[src/rtl/multich_xfer_ctrl_if.sv]
// Byte-port, frame-memory and processing-core signals of multich_xfer_ctrl.
// master = controller side, slave = SPI slave / BRAM / core side.
interface multich_xfer_ctrl_if #(
    parameter int unsigned NUM_CH    = 3,
    parameter int unsigned ADDR_W    = 17,
    parameter int unsigned RES_BYTES = 8
);
    localparam int unsigned CH_W = (NUM_CH > 1) ? $clog2(NUM_CH) : 1;

    logic                   rx_dv;
    logic [7:0]             rx_byte;
    logic [7:0]             tx_byte;
    logic [CH_W-1:0]        mem_ch;
    logic [ADDR_W-1:0]      mem_addr;
    logic                   mem_we;
    logic [7:0]             mem_wdata;
    logic [7:0]             mem_rdata;
    logic                   proc_active;
    logic                   proc_done;
    logic [RES_BYTES*8-1:0] result;

    modport master (
        input  rx_dv, rx_byte, mem_rdata, proc_done, result,
        output tx_byte, mem_ch, mem_addr, mem_we, mem_wdata, proc_active
    );

    modport slave (
        output rx_dv, rx_byte, mem_rdata, proc_done, result,
        input  tx_byte, mem_ch, mem_addr, mem_we, mem_wdata, proc_active
    );
endinterface

[src/rtl/multich_xfer_ctrl.sv]
// SPI opcode decoder running frame write/read bursts, core start and result readback.
// Define XFER_TIMEOUT_EN to abort stalled WR/RD/RES bursts after TIMEOUT_CYC idle cycles.
module multich_xfer_ctrl #(
    parameter int unsigned NUM_CH      = 3,
    parameter int unsigned ADDR_W      = 17,
    parameter int unsigned DEPTH       = 76800,
    parameter int unsigned RES_BYTES   = 8,
    parameter int unsigned TIMEOUT_CYC = 1000000
) (
    input  logic                clk,
    input  logic                rst,
    multich_xfer_ctrl_if.master bus,
    output logic [2:0]          state,
    output logic                err
);
    localparam int unsigned CH_W  = (NUM_CH > 1) ? $clog2(NUM_CH) : 1;
    localparam int unsigned IDX_W = (RES_BYTES > 1) ? $clog2(RES_BYTES) : 1;
    localparam logic [ADDR_W-1:0] LAST_ADDR = ADDR_W'(DEPTH - 1);
    localparam logic [IDX_W-1:0]  LAST_IDX  = IDX_W'(RES_BYTES - 1);
    localparam logic [2:0]        NCH_M1    = 3'(NUM_CH - 1);
    localparam logic [4:0]        NCH5      = 5'(NUM_CH);

    typedef enum logic [2:0] {
        ST_IDLE = 3'd0,
        ST_WR   = 3'd1,
        ST_RD   = 3'd2,
        ST_PROC = 3'd3,
        ST_RES  = 3'd4
    } state_t;

    typedef enum logic [3:0] {
        CMD_WR     = 4'd1,
        CMD_RD     = 4'd2,
        CMD_PROC   = 4'd3,
        CMD_STATUS = 4'd4,
        CMD_RES    = 4'd5
    } cmd_t;

    state_t            state_q, state_d;
    logic [7:0]        tx_q, tx_d;
    logic [CH_W-1:0]   ch_q, ch_d;
    logic [ADDR_W-1:0] addr_q, addr_d;
    logic              we_q, we_d;
    logic [7:0]        wdata_q, wdata_d;
    logic              proc_q, proc_d;
    logic              err_q, err_d;
    logic              done_q, done_d;
    logic [ADDR_W-1:0] cnt_q, cnt_d;
    logic [IDX_W-1:0]  idx_q, idx_d;
    logic              fetch1_q, fetch1_d;
    logic              fetch2_q, fetch2_d;

    cmd_t              cmd;
    logic              ch_bad;
    logic [IDX_W-1:0]  idx_inc;

    assign cmd     = cmd_t'(bus.rx_byte[7:4]);
    assign ch_bad  = ({1'b0, bus.rx_byte[3:0]} >= NCH5);
    assign idx_inc = idx_q + 1'b1;

`ifdef XFER_TIMEOUT_EN
    localparam int unsigned     TO_W    = (TIMEOUT_CYC > 1) ? $clog2(TIMEOUT_CYC) : 1;
    localparam logic [TO_W-1:0] TO_LAST = TO_W'(TIMEOUT_CYC - 1);
    logic [TO_W-1:0] to_q, to_d;
`else
    if (TIMEOUT_CYC == 0) begin : g_timeout_unused
    end
`endif

    always_comb begin
        state_d  = state_q;
        tx_d     = tx_q;
        ch_d     = ch_q;
        addr_d   = addr_q;
        we_d     = 1'b0;
        wdata_d  = wdata_q;
        proc_d   = proc_q;
        err_d    = err_q;
        done_d   = done_q;
        cnt_d    = cnt_q;
        idx_d    = idx_q;
        fetch1_d = 1'b0;
        fetch2_d = fetch1_q;

        // Read data arrives one cycle after the address; fetch2 marks it valid.
        if (fetch2_q) tx_d = bus.mem_rdata;

        unique case (state_q)
            ST_IDLE: begin
                if (bus.rx_dv) begin
                    case (cmd)
                        CMD_WR, CMD_RD: begin
                            if (ch_bad) begin
                                err_d = 1'b1;
                                tx_d  = 8'hEE;
                            end else begin
                                ch_d  = CH_W'(bus.rx_byte[3:0]);
                                cnt_d = '0;
                                if (cmd == CMD_WR) begin
                                    state_d = ST_WR;
                                end else begin
                                    state_d  = ST_RD;
                                    addr_d   = '0;
                                    fetch1_d = 1'b1;
                                end
                            end
                        end
                        CMD_PROC: begin
                            state_d = ST_PROC;
                            proc_d  = 1'b1;
                            tx_d    = 8'hBB;
                        end
                        CMD_STATUS: begin
                            tx_d   = {done_q, err_q, 3'b000, NCH_M1};
                            err_d  = 1'b0;
                            done_d = 1'b0;
                        end
                        CMD_RES: begin
                            state_d = ST_RES;
                            idx_d   = '0;
                            tx_d    = bus.result[7:0];
                        end
                        default: begin
                            err_d = 1'b1;
                            tx_d  = 8'hEE;
                        end
                    endcase
                end
            end
            ST_WR: begin
                // Leave only after the last write strobe so mem_we stays inside WR.
                if (we_q && addr_q == LAST_ADDR) begin
                    state_d = ST_IDLE;
                end else if (bus.rx_dv) begin
                    we_d    = 1'b1;
                    addr_d  = cnt_q;
                    wdata_d = bus.rx_byte;
                    cnt_d   = cnt_q + 1'b1;
                end
            end
            ST_RD: begin
                if (bus.rx_dv) begin
                    if (cnt_q == LAST_ADDR) begin
                        state_d = ST_IDLE;
                    end else begin
                        cnt_d    = cnt_q + 1'b1;
                        addr_d   = addr_q + 1'b1;
                        fetch1_d = 1'b1;
                    end
                end
            end
            ST_PROC: begin
                if (bus.proc_done) begin
                    proc_d  = 1'b0;
                    done_d  = 1'b1;
                    tx_d    = 8'hD0;
                    state_d = ST_IDLE;
                end
            end
            ST_RES: begin
                if (bus.rx_dv) begin
                    if (idx_q == LAST_IDX) begin
                        state_d = ST_IDLE;
                    end else begin
                        idx_d = idx_inc;
                        tx_d  = bus.result[{idx_inc, 3'b000} +: 8];
                    end
                end
            end
            default: state_d = ST_IDLE;
        endcase

`ifdef XFER_TIMEOUT_EN
        to_d = '0;
        if ((state_q == ST_WR || state_q == ST_RD || state_q == ST_RES) && !bus.rx_dv) begin
            if (to_q == TO_LAST) begin
                err_d    = 1'b1;
                we_d     = 1'b0;
                fetch1_d = 1'b0;
                state_d  = ST_IDLE;
            end else begin
                to_d = to_q + 1'b1;
            end
        end
`endif
    end

    always_ff @(posedge clk or negedge rst) begin
        if (!rst) begin
            state_q  <= ST_IDLE;
            tx_q     <= '0;
            ch_q     <= '0;
            addr_q   <= '0;
            we_q     <= 1'b0;
            wdata_q  <= '0;
            proc_q   <= 1'b0;
            err_q    <= 1'b0;
            done_q   <= 1'b0;
            cnt_q    <= '0;
            idx_q    <= '0;
            fetch1_q <= 1'b0;
            fetch2_q <= 1'b0;
`ifdef XFER_TIMEOUT_EN
            to_q     <= '0;
`endif
        end else begin
            state_q  <= state_d;
            tx_q     <= tx_d;
            ch_q     <= ch_d;
            addr_q   <= addr_d;
            we_q     <= we_d;
            wdata_q  <= wdata_d;
            proc_q   <= proc_d;
            err_q    <= err_d;
            done_q   <= done_d;
            cnt_q    <= cnt_d;
            idx_q    <= idx_d;
            fetch1_q <= fetch1_d;
            fetch2_q <= fetch2_d;
`ifdef XFER_TIMEOUT_EN
            to_q     <= to_d;
`endif
        end
    end

    assign bus.tx_byte     = tx_q;
    assign bus.mem_ch      = ch_q;
    assign bus.mem_addr    = addr_q;
    assign bus.mem_we      = we_q;
    assign bus.mem_wdata   = wdata_q;
    assign bus.proc_active = proc_q;
    assign state           = state_q;
    assign err             = err_q;
endmodule

[src/flat_wrapper.sv]
// flat-port wrapper written by rule: the top's interface ports become plain ports
module multich_xfer_ctrl_flat 
#(
    parameter int unsigned NUM_CH      = 3,
    parameter int unsigned ADDR_W      = 17,
    parameter int unsigned DEPTH       = 76800,
    parameter int unsigned RES_BYTES   = 8,
    parameter int unsigned TIMEOUT_CYC = 1000000
)
  (clk, rst, state, err, bus_rx_dv, bus_rx_byte, bus_mem_rdata, bus_proc_done, bus_result, bus_tx_byte, bus_mem_ch, bus_mem_addr, bus_mem_we, bus_mem_wdata, bus_proc_active);
  multich_xfer_ctrl_if #(.NUM_CH(NUM_CH), .ADDR_W(ADDR_W), .RES_BYTES(RES_BYTES)) bus_i ();
  input  logic clk;
  input  logic rst;
  output logic [2:0] state;
  output logic err;
  input wire logic [$bits(bus_i.rx_dv)-1:0] bus_rx_dv;
  input wire logic [$bits(bus_i.rx_byte)-1:0] bus_rx_byte;
  input wire logic [$bits(bus_i.mem_rdata)-1:0] bus_mem_rdata;
  input wire logic [$bits(bus_i.proc_done)-1:0] bus_proc_done;
  input wire logic [$bits(bus_i.result)-1:0] bus_result;
  output wire logic [$bits(bus_i.tx_byte)-1:0] bus_tx_byte;
  output wire logic [$bits(bus_i.mem_ch)-1:0] bus_mem_ch;
  output wire logic [$bits(bus_i.mem_addr)-1:0] bus_mem_addr;
  output wire logic [$bits(bus_i.mem_we)-1:0] bus_mem_we;
  output wire logic [$bits(bus_i.mem_wdata)-1:0] bus_mem_wdata;
  output wire logic [$bits(bus_i.proc_active)-1:0] bus_proc_active;
  assign bus_i.rx_dv = bus_rx_dv;
  assign bus_i.rx_byte = bus_rx_byte;
  assign bus_i.mem_rdata = bus_mem_rdata;
  assign bus_i.proc_done = bus_proc_done;
  assign bus_i.result = bus_result;
  assign bus_tx_byte = bus_i.tx_byte;
  assign bus_mem_ch = bus_i.mem_ch;
  assign bus_mem_addr = bus_i.mem_addr;
  assign bus_mem_we = bus_i.mem_we;
  assign bus_mem_wdata = bus_i.mem_wdata;
  assign bus_proc_active = bus_i.proc_active;
  multich_xfer_ctrl #(.NUM_CH(NUM_CH), .ADDR_W(ADDR_W), .DEPTH(DEPTH), .RES_BYTES(RES_BYTES), .TIMEOUT_CYC(TIMEOUT_CYC)) u_core (.clk(clk), .rst(rst), .bus(bus_i), .state(state), .err(err));
endmodule
[config.mk]
export PLATFORM = sky130hd
export DESIGN_NAME = multich_xfer_ctrl_flat
export DESIGN_NICKNAME = d
export VERILOG_FILES = /design/src/rtl/multich_xfer_ctrl_if.sv /design/src/rtl/multich_xfer_ctrl.sv /design/src/flat_wrapper.sv
export SDC_FILE = /design/constraint.sdc
export NUM_CORES = 1
export LEC_CHECK = 0
export ABC_AREA = 1
export BUFFER_PORTS_ARGS = -buffer_cell sky130_fd_sc_hd__buf_4
export CAP_MARGIN = 20
export CORE_MARGIN = 8
export CORE_UTILIZATION = 54
export DETAILED_ROUTE_END_ITERATION = 12
export GPL_TIMING_DRIVEN = 0
export PLACE_DENSITY = 0.93
export SLEW_MARGIN = 5
export SYNTH_ARGS = -nofsm -noshare
export SYNTH_HDL_FRONTEND = slang
export SYNTH_SLANG_ARGS = --single-unit
[constraint.sdc]
create_clock -name clk -period 1.85 [get_ports clk]
set_input_delay 0.37 -clock clk [delete_from_list [all_inputs] [get_ports clk]]
set_output_delay 0.37 -clock clk [all_outputs]
set_load 0.02 [all_outputs]
======== Word level (Yosys, flattened, before mapping) ========
Cells that the tools add are included.
cells by class
  shifts and indexed selects .............. 1
  equal/unequal tests ..................... 32
  reduce and logical (&&, ||, !) cells .... 16
  $add $sub $neg .......................... 3
  bitwise operators ....................... 3
  magnitude comparators ................... 1
  mux-type cells .......................... 61
operator list
  operator               number
  $mux 17                15
  $pmux 17 s3            2
  $shiftx 64x7->8        1
  $mux 8                 6
  $mux 3                 12
  $add 17x1->17 const B  2
  $eq 17x17->1 const B   2
  $pmux 8 s4             1
  $ne 2x2->1 const B     14
  $pmux 8 s3             1
  $reduce_and 9->1       2
  $mux 1                 16
  $reduce_and 4->1       4
  $pmux 3 s5             1
  $pmux 3 s3             1
  $eq 4x2->1 const B     2
  $eq 4x3->1 const B     2
  $ne 2x1->1 const B     4
  $reduce_and 8->1       1
  $eq 3x2->1 const B     2
  $eq 3x3->1 const B     2
  $pmux 1 s2             3
  $pmux 3 s2             1
  $reduce_and 5->1       1
  other kinds (15)       19
storage, ports and cells
  input port bits ......................... 84
  bits in registers ....................... 64

======== Depth between registers and ports, before layout ========
Gate-level depths: netlist of the first run.
  depth in word-level cells ............... 6
  gate-level depth with buffers ........... 12
  depth with buffers taken out ............ 11

======== Worst setup path before layout of the first run ========
Ideal clock, no wire load.
  path kind ............................... reg2reg
  start ................................... register u_core.addr_q[0] (netlist: u_core.bus.mem_addr[0])
  end ..................................... register u_core.wdata_q[1] (netlist: u_core.bus.mem_wdata[1])
  stages on the path, launching flop included .. 11
  required time ........................... 1.731 ns
  slack ................................... -0.015 ns
  data arrival time ....................... 1.746 ns
  path through ............................ dfrtp_1 > ha_1 > nand2_1 > nor2_1 > nand3_1 > inv_1 > nand2_1 > nand2_1 > nor2_2 > buf_4 > o21a_1
between the ends
  word-level cells in the longest chain between the ends .. 4
RTL lines
  item                               RTL line                  text
  from (decl)                        multich_xfer_ctrl.sv:42   logic [ADDR_W-1:0] addr_q, addr_d;
  from (signal assigned)             multich_xfer_ctrl.sv:210  addr_q <= addr_d;
  $eq 17x17->1                       multich_xfer_ctrl.sv:132  if (we_q && addr_q == LAST_ADDR) begin
  $logic_and 1x1->1                  multich_xfer_ctrl.sv:132
  $not 1->1 (no source line)         -
  $reduce_and 3->1 (no source line)  -
  to (signal assigned)               multich_xfer_ctrl.sv:212  wdata_q <= wdata_d;
  to (decl)                          multich_xfer_ctrl.sv:44   logic [7:0] wdata_q, wdata_d;
Every way passes these cells.
A chain may end at the register's enable or synchronous reset.

======== Final worst setup path of the first run ========
  start ................................... register u_core.idx_q[0]
  end ..................................... register u_core.tx_q[0] (netlist: u_core.bus.tx_byte[0])
between the ends
  word-level cells in the longest chain between the ends .. 5
  elaborated cells between the ends (all ways) .. 6
RTL lines
  item                      RTL line                  text
  from (decl)               multich_xfer_ctrl.sv:49   logic [IDX_W-1:0] idx_q, idx_d;
  from (signal assigned)    multich_xfer_ctrl.sv:217  idx_q <= idx_d;
  $add 3x1->3               multich_xfer_ctrl.sv:59   assign idx_inc = idx_q + 1'b1;
  $shiftx 64x7->8           multich_xfer_ctrl.sv:166  tx_d = bus.result[{idx_inc, 3'b000} +: 8];
  $mux 8 (*)                multich_xfer_ctrl.sv:162  if (idx_q == LAST_IDX) begin
  $mux 8 (*)                multich_xfer_ctrl.sv:161  if (bus.rx_dv) begin
  $pmux 8 s3 (*)            multich_xfer_ctrl.sv:88   unique case (state_q)
  named net u_core.tx_d[0]  multich_xfer_ctrl.sv:40   logic [7:0] tx_q, tx_d;
  to (signal assigned)      multich_xfer_ctrl.sv:208  tx_q <= tx_d;
  to (decl)                 multich_xfer_ctrl.sv:40
Mark *: on every way through the listed nets, which the timed path passes. The rest lies on a longest branch.

==> results of run 1 <==
## state kept, by name, summed over array words and instances (netlist names)
name / flops
u_core.bus.mem_addr: 17
u_core.cnt_q: 17
u_core.bus.mem_wdata: 8
u_core.bus.tx_byte: 8
u_core.idx_q: 3
u_core.state: 3
u_core.bus.mem_ch: 2
u_core.bus.mem_we: 1
u_core.bus.proc_active: 1
u_core.done_q: 1
u_core.err: 1
u_core.fetch1_q: 1
u_core.fetch2_q: 1
## cells by family after synthesis
kind of cell / after synthesis / share of synthesized area (%)
compound gates: 117 / 14.1
xor+xnor: 4 / 0.744
fa+ha+maj: 4 / 1.06
buf+inv: 92 / 7.90
flops: 64 / 34.0
simple gates: 467 / 42.2
## placed cells by master, fill, tap and decap left out, types with 7 or more instances in the layout
cell type and instances:
nor2_1 84, inv_2 7, a21oi_1 8, o21ai_0 75, o22ai_1 7, inv_1 57, nand4_1 18, buf_6 7
buf_4 149, nor2_4 9, nand3_1 59, clkbuf_8 9, o211ai_1 12, dfrtp_1 61, nand2_1 263, nor3_1 8
## what timing repair did
action	CTS	global route
gates cloned	0	1
resized for setup	22	50
setup buffers	10	13
hold endpoints to repair	0	0
pin swaps	7	9
setup endpoints to repair	59	59
## power groups by stage
stage | combinational (W) | clock (W) | sequential [W]
global route | 0.00463 | 0.00158 | 0.00195
detailed placement | 0.00354 | 0 | 0.00192
finish | 0.00428 | 0.00152 | 0.00192
floorplan | 0.00205 | 0 | 0.00217
CTS | 0.00380 | 0.00152 | 0.00189
global placement | 0.00347 | 0 | 0.00191
## critical path, stage by stage (launching register included)
cell and delay, ps:
dfrtp_1 390, ha_2 200, ha_4 150, inv_1 80, nand2_1 90, nand2_1 90
nand2_1 100, inv_2 90, nand3_2 150, o21ai_1 160, nand3_1 130
## cells in the mapped netlist
cell type  instances
nand2_4            1
buf_4              6
o21bai_1           3
o211ai_1          12
nand4_2            1
inv_1             63
clkbuf_1          16
o21ai_0           76
or2_2              2
nand4_1           18
o221ai_1           2
nor2_4             4
nor2_2             3
dfrtp_1           64
nand3_1           65
a22o_1             1
nor2_1            90
nor3_1            10
o22ai_1            7
nand3_4            1
buf_2              3
nor3_4             1
nand2_1          268
xor2_1             4
o21ai_1            2
o21a_1             4
nand3b_1           1
a21oi_1            8
nand2_2            2
ha_1               4
inv_2              4
a32o_1             1
a2bb2oi_1          1
## cell type report
class                           count  area (sq um)  share of cell area (%)
Buffer                             21           143                    2.23
Clock buffer                        9           124                    1.94
Clock inverter                      7           119                    1.86
Inverter                           67           262                    4.09
Multi-Input combinational cell    592          2900                    45.3
Sequential cell                    64          1610                    25.1
Tap cell                          108           135                    2.11
Timing Repair Buffer              148          1110                    17.4
## metrics by stage
step                      util [%]  cells  power (W)
after detailed placement      67.2    980    0.00546
final                         74.4   1016    0.00772
after floorplan                  -    748    0.00421
after global routing          74.4   1016    0.00817
after CTS                     71.7   1005    0.00720
after global placement        67.2    980    0.00537
## layer usage
| metal | GRT usage, % | routed length (um) | up-vias |
|---|---|---|---|
| li1 | - | - | 2764 |
| met1 | 32.3 | 6440 | 2675 |
| met2 | 44.9 | 8240 | 306 |
| met3 | 6.15 | 1350 | 62 |
| met4 | 10.6 | 579 | 0 |
| met5 | 0 | 0 | - |
## worst min-delay path by stage
| stage | start | to | slack (ps) | cells past startpoint |
|---|---|---|---|---|
| 6_report | rst | u_core.bus.mem_wdata[7] | 120 | 1 |
| 3_5_place_dp | u_core.fetch1_q | u_core.fetch2_q | 350 | 0 |
| 3_3_place_gp | u_core.fetch1_q | u_core.fetch2_q | 340 | 0 |
| 2_1_floorplan | rst | u_core.bus.mem_addr[0] | 70 | 0 |
| 5_1_grt | rst | u_core.bus.tx_byte[0] | 190 | 1 |
| 4_1_cts | rst | u_core.bus.mem_wdata[7] | 140 | 1 |
==> results.md, run 1 <==
* Status: complete, no violations
* Max Fanout on Critical Path at 5
* Clk sinks at 64
* Capture point of the critical path: u_core.bus.tx_byte[0]
* PortBufs at 124
* Vias per cell at 5.72
* Placer Congestion at 0.935
* Total congestion overflow at 0
* Initial Utilization at 54.8%
* Minimum clock period at 1780 ps
* Number of fillers in the final layout at 649
* Final setup violation count at 0
* Area Growth Syn to Fin at 35.9%
* CTS root buffer: clkbuf_8
* Clock power share at 19.6%
* Worst-Skew Late Latency at 360 ps
* Tot GR Track Use at 26.7%
* Leak Pwr at 3.09 nW
* Syn Nets at 836
* # diodes at 0
* Top post-synthesis cells by area: dfrtp_1, nand2_1, o21ai_0, nor2_1, nand3_1
* Fin area at 6400 sq um
* Crit Path Class: flip-flop to flip-flop
* TritonCTS clock tree: built
* Post-CTS Hold Fix Bufs at 0
* Worst EP arrival at 2000 ps
* Core Region at 8590 sq um
* Fraction of layout cells with a size suffix above 1 at 25.1%
* Relative slew slack at 44.8%
* Post-Route Setup TNS at 0 ps
* Worst slew pin tran at 827 ps
* Sequential share of the synthesized area at 34.0%
* Die Height at 109 um
* Period utilization at 96.5%
* Crit. End Element: flip-flop
* R2R cell count at 10
* Netlist Area Pre-Place at 4710 sq um
* Clock transition at the registers of the reported paths at 80 ps
* Fin worst setup slack at 65.6 ps
* Ports at 125
* WP data required at 2060 ps
* Post-synthesis cell type count at 33
* Vias in the first global route at 5552
* Hold slack at 118 ps
* Post-DP HPWL at 11700 um
* First drt pass iteration count at 5
* Final hold vios at 0
* Reg2reg setup slack at 70 ps
* R2r endpoint: u_core.bus.tx_byte[0]
* Nets at 991
* Yosys top cell area share at 34.0%
* FMAX at 560 MHz
* Max-cap violations at 0
* Logic pwr share at 55.5%
* Clk_skew at 7.34 ps
* Sw Ratio at 45.4%
* Yosys reg bits at 64
* CP Launch Type: flip-flop
* Global-route wire length before repair at 25700 um
* Seq pwr share at 24.9%
* Critical R2R Launch: u_core.idx_q[0]
* Ys Warns at 0
* Worst Setup SP: u_core.idx_q[0]
* Initial antenna violation count at 0
* P_int at 0.00422 W
* Peak supply drop at 827 uV
* Cts bufs inserted at 9
* Final Max Tran Viols at 0
* DR WL/cell at 16.4 um
* Remaining antenna violation count at 0
* Post-Route WL at 16600 um
* CTS Buffer Depth at 2
* Placement Setup Slack at -264 ps
* # H-tree levels at 3
* DRT iter0 DRCs at 538
* Net Switching at 0.00350 W
* Chip width at 109 um
* DRC at 0
* Hold Path Class: primary input to async pin
* Post-place instance area at 5770 sq um
* Yosys top cell by area: dfrtp_1
* Total Die Area at 12000 sq um
* Pwr/cell area at 1210 nW/um^2
* Num rows at 34
* Largest net degree at the start of global routing at 65
* Vias at 5807
* Post-Syn Area per Cell at 6.29 sq um
* Mapped Cells at 748
Power figures use the tool's default switching activity.
==> run 2: changes to the inputs <==
- CORE_UTILIZATION: 54 -> 38
- PLACE_DENSITY: 0.93 -> 0.72
- RECOVER_POWER: not set -> 100
==> run 2 against run 1 <==
Compared with the run above: register-to-register slack better by 40 ps; critical path type unchanged; largest power group unchanged; first-iteration DRC count is 38% lower; via count is 6.1% lower; final cell count is 5.4% higher; sequential power hardly changed; worst hold slack better by 11 ps; cell area is 1.1% lower.
==> results.md, run 2 (synthesized netlist as in run 1, its figures left out) <==
* Status: complete, no violations
* Final setup violation count at 0
* Minimum clock period at 1750 ps
* First drt pass iteration count at 5
* Fin area at 6330 sq um
* Initial Utilization at 39.0%
* Post-place instance area at 5850 sq um
* Crit. End Element: flip-flop
* Fraction of layout cells with a size suffix above 1 at 19.9%
* Total Die Area at 16200 sq um
* Chip width at 127 um
* Period utilization at 94.3%
* R2R cell count at 10
* DR WL/cell at 15.0 um
* Critical R2R Launch: u_core.bus.mem_addr[0]
* GRT Max-Usage Layer: met2
* TritonCTS clock tree: built
* Met2 GRT Util at 32.5%
* Initial antenna violation count at 0
* CTS Buffer Depth at 2
* Core Region at 12100 sq um
* RSZ-0062 raised after global routing: true
* Total congestion overflow at 0
* Vias at 5454
* Placer Congestion at 0.965
* Final Util at 52.5%
* Largest net degree at the start of global routing at 65
* Leak Pwr at 2.95 nW
* Num rows at 40
* # H-tree levels at 3
* Max Fanout on Critical Path at 10
* Peak supply drop at 677 uV
* Worst EP arrival at 1970 ps
* Tot GR Track Use at 19.8%
* # diodes at 0
* DRT iter0 DRCs at 334
* Post-Route Setup TNS at 0 ps
* Die Height at 127 um
* Cell count after placement at 1040
* Vias in the first global route at 5228
* Cts bufs inserted at 9
* Global-route wire length before repair at 25800 um
* GRT met1 Usage at 24.7%
* PortBufs at 124
* Clock transition at the registers of the reported paths at 50 ps
* Crit Path Class: flip-flop to flip-flop
* Vias per cell at 5.09
* Final Max Tran Viols at 0
* Clk sinks at 64
* Post-DP HPWL at 11900 um
* Area Growth Syn to Fin at 34.5%
* WP data required at 2070 ps
* DRC at 0
* Post-Route WL at 16100 um
* Hold Path Class: primary input to async pin
* Ports at 125
* Max-cap violations at 0
* Grt met3 use at 4.08%
* Worst-Skew Late Latency at 330 ps
* Pwr/cell area at 1160 nW/um^2
* FMAX at 573 MHz
* Worst slew pin tran at 825 ps
* Relative slew slack at 45.0%
* Commonest non-fill, non-tap cell in the layout: nand2_1
* Clk_skew at 3.24 ps
* Remaining antenna violation count at 0
* Post-CTS Hold Fix Bufs at 0
* Nets at 987
* R2r endpoint: u_core.bus.mem_wdata[4]
* Final hold vios at 0
* Final std cells w/o fill at 1071
* Number of fillers in the final layout at 1227
* Reg2reg setup slack at 100 ps
* Highest-count cells in the layout ignoring fill and taps: nand2_1, buf_4, nor2_1, o21ai_0, dfrtp_1
* Sequence of cells on the critical path: ha_4 > nand2_4 > nor2_4 > nand3_4 > inv_4 > nand2_1 > nand2_4 > nor2_4 > buf_6 > o21a_1
* CP Launch Type: flip-flop
* CP max-delay cell: dfrtp_2
* CTS root buffer: clkbuf_16
* Crit path largest cell delay at 420 ps
## run 2: repair_timing
action / in CTS / in global routing
resized for setup: 21 / 44
endpoints found under the setup margin: 58 / 60
pin swaps: 7 / 12
setup buffers: 10 / 8
## run 2: worst max-delay path, delay by kind of cell, from the launching register on
family / cells / cell delay [ps]
AO/OA/AOI/OAI: 1 / 160
adder cells (fa/ha/maj): 1 / 160
flip-flops: 1 / 420
AND/OR/NAND/NOR: 6 / 630
buffers and inverters: 2 / 250
## run 2: power by group
| part | leakage, nW | switching, W | internal (W) |
|---|---|---|---|
| Clock | 0.134 | 0.000602 | 0.000966 |
| Combinational | 1.96 | 0.00248 | 0.00136 |
| Sequential | 0.848 | 0.000223 | 0.00170 |
## run 2: metrics by stage
| stage | setup slack [ps] | hold slack [ps] | power [W] |
|---|---|---|---|
| 2_1_floorplan | 0.836 | 74.4 | 0.00421 |
| 4_1_cts | -46.8 | 173 | 0.00729 |
| 3_3_place_gp | -341 | 334 | 0.00544 |
| 6_report | 105 | 128 | 0.00733 |
| 3_5_place_dp | -345 | 336 | 0.00546 |
| 5_1_grt | -14.1 | 213 | 0.00789 |
## run 2: how the worst max path moves through the flow
stage               slack (ps)                    from  cells after the start                      end
floorplan                  0.8  u_core.bus.mem_addr[1]                     10  u_core.bus.mem_wdata[1]
global placement          -340  u_core.bus.mem_addr[0]                     11  u_core.bus.mem_wdata[7]
detailed placement        -350  u_core.bus.mem_addr[0]                     11  u_core.bus.mem_wdata[7]
CTS                        -50         u_core.idx_q[0]                      7    u_core.bus.tx_byte[4]
global route               -10         u_core.state[1]                     11     u_core.bus.mem_ch[1]
finish                     100  u_core.bus.mem_addr[0]                     10  u_core.bus.mem_wdata[4]
## run 2: final cells by class
cell class	instances	area, sq um	share of cell area (%)
timing repair buffer	142	935	14.8
sequential	64	1610	25.4
inverter	67	258	4.07
clock inverter	3	17.5	0.277
buffer	23	151	2.39
clock buffer	12	256	4.05
multi-input combinational	592	2890	45.7
tap	168	210	3.32
## run 2: layer usage
metal | part of all wire, % | vias to the layer above | wire (um)
met3 | 6.4 | 39 | 1030
met2 | 48 | 222 | 7730
met1 | 43 | 2443 | 6880
met4 | 2.9 | 0 | 469
li1 | - | 2750 | -
met5 | 0 | - | 0
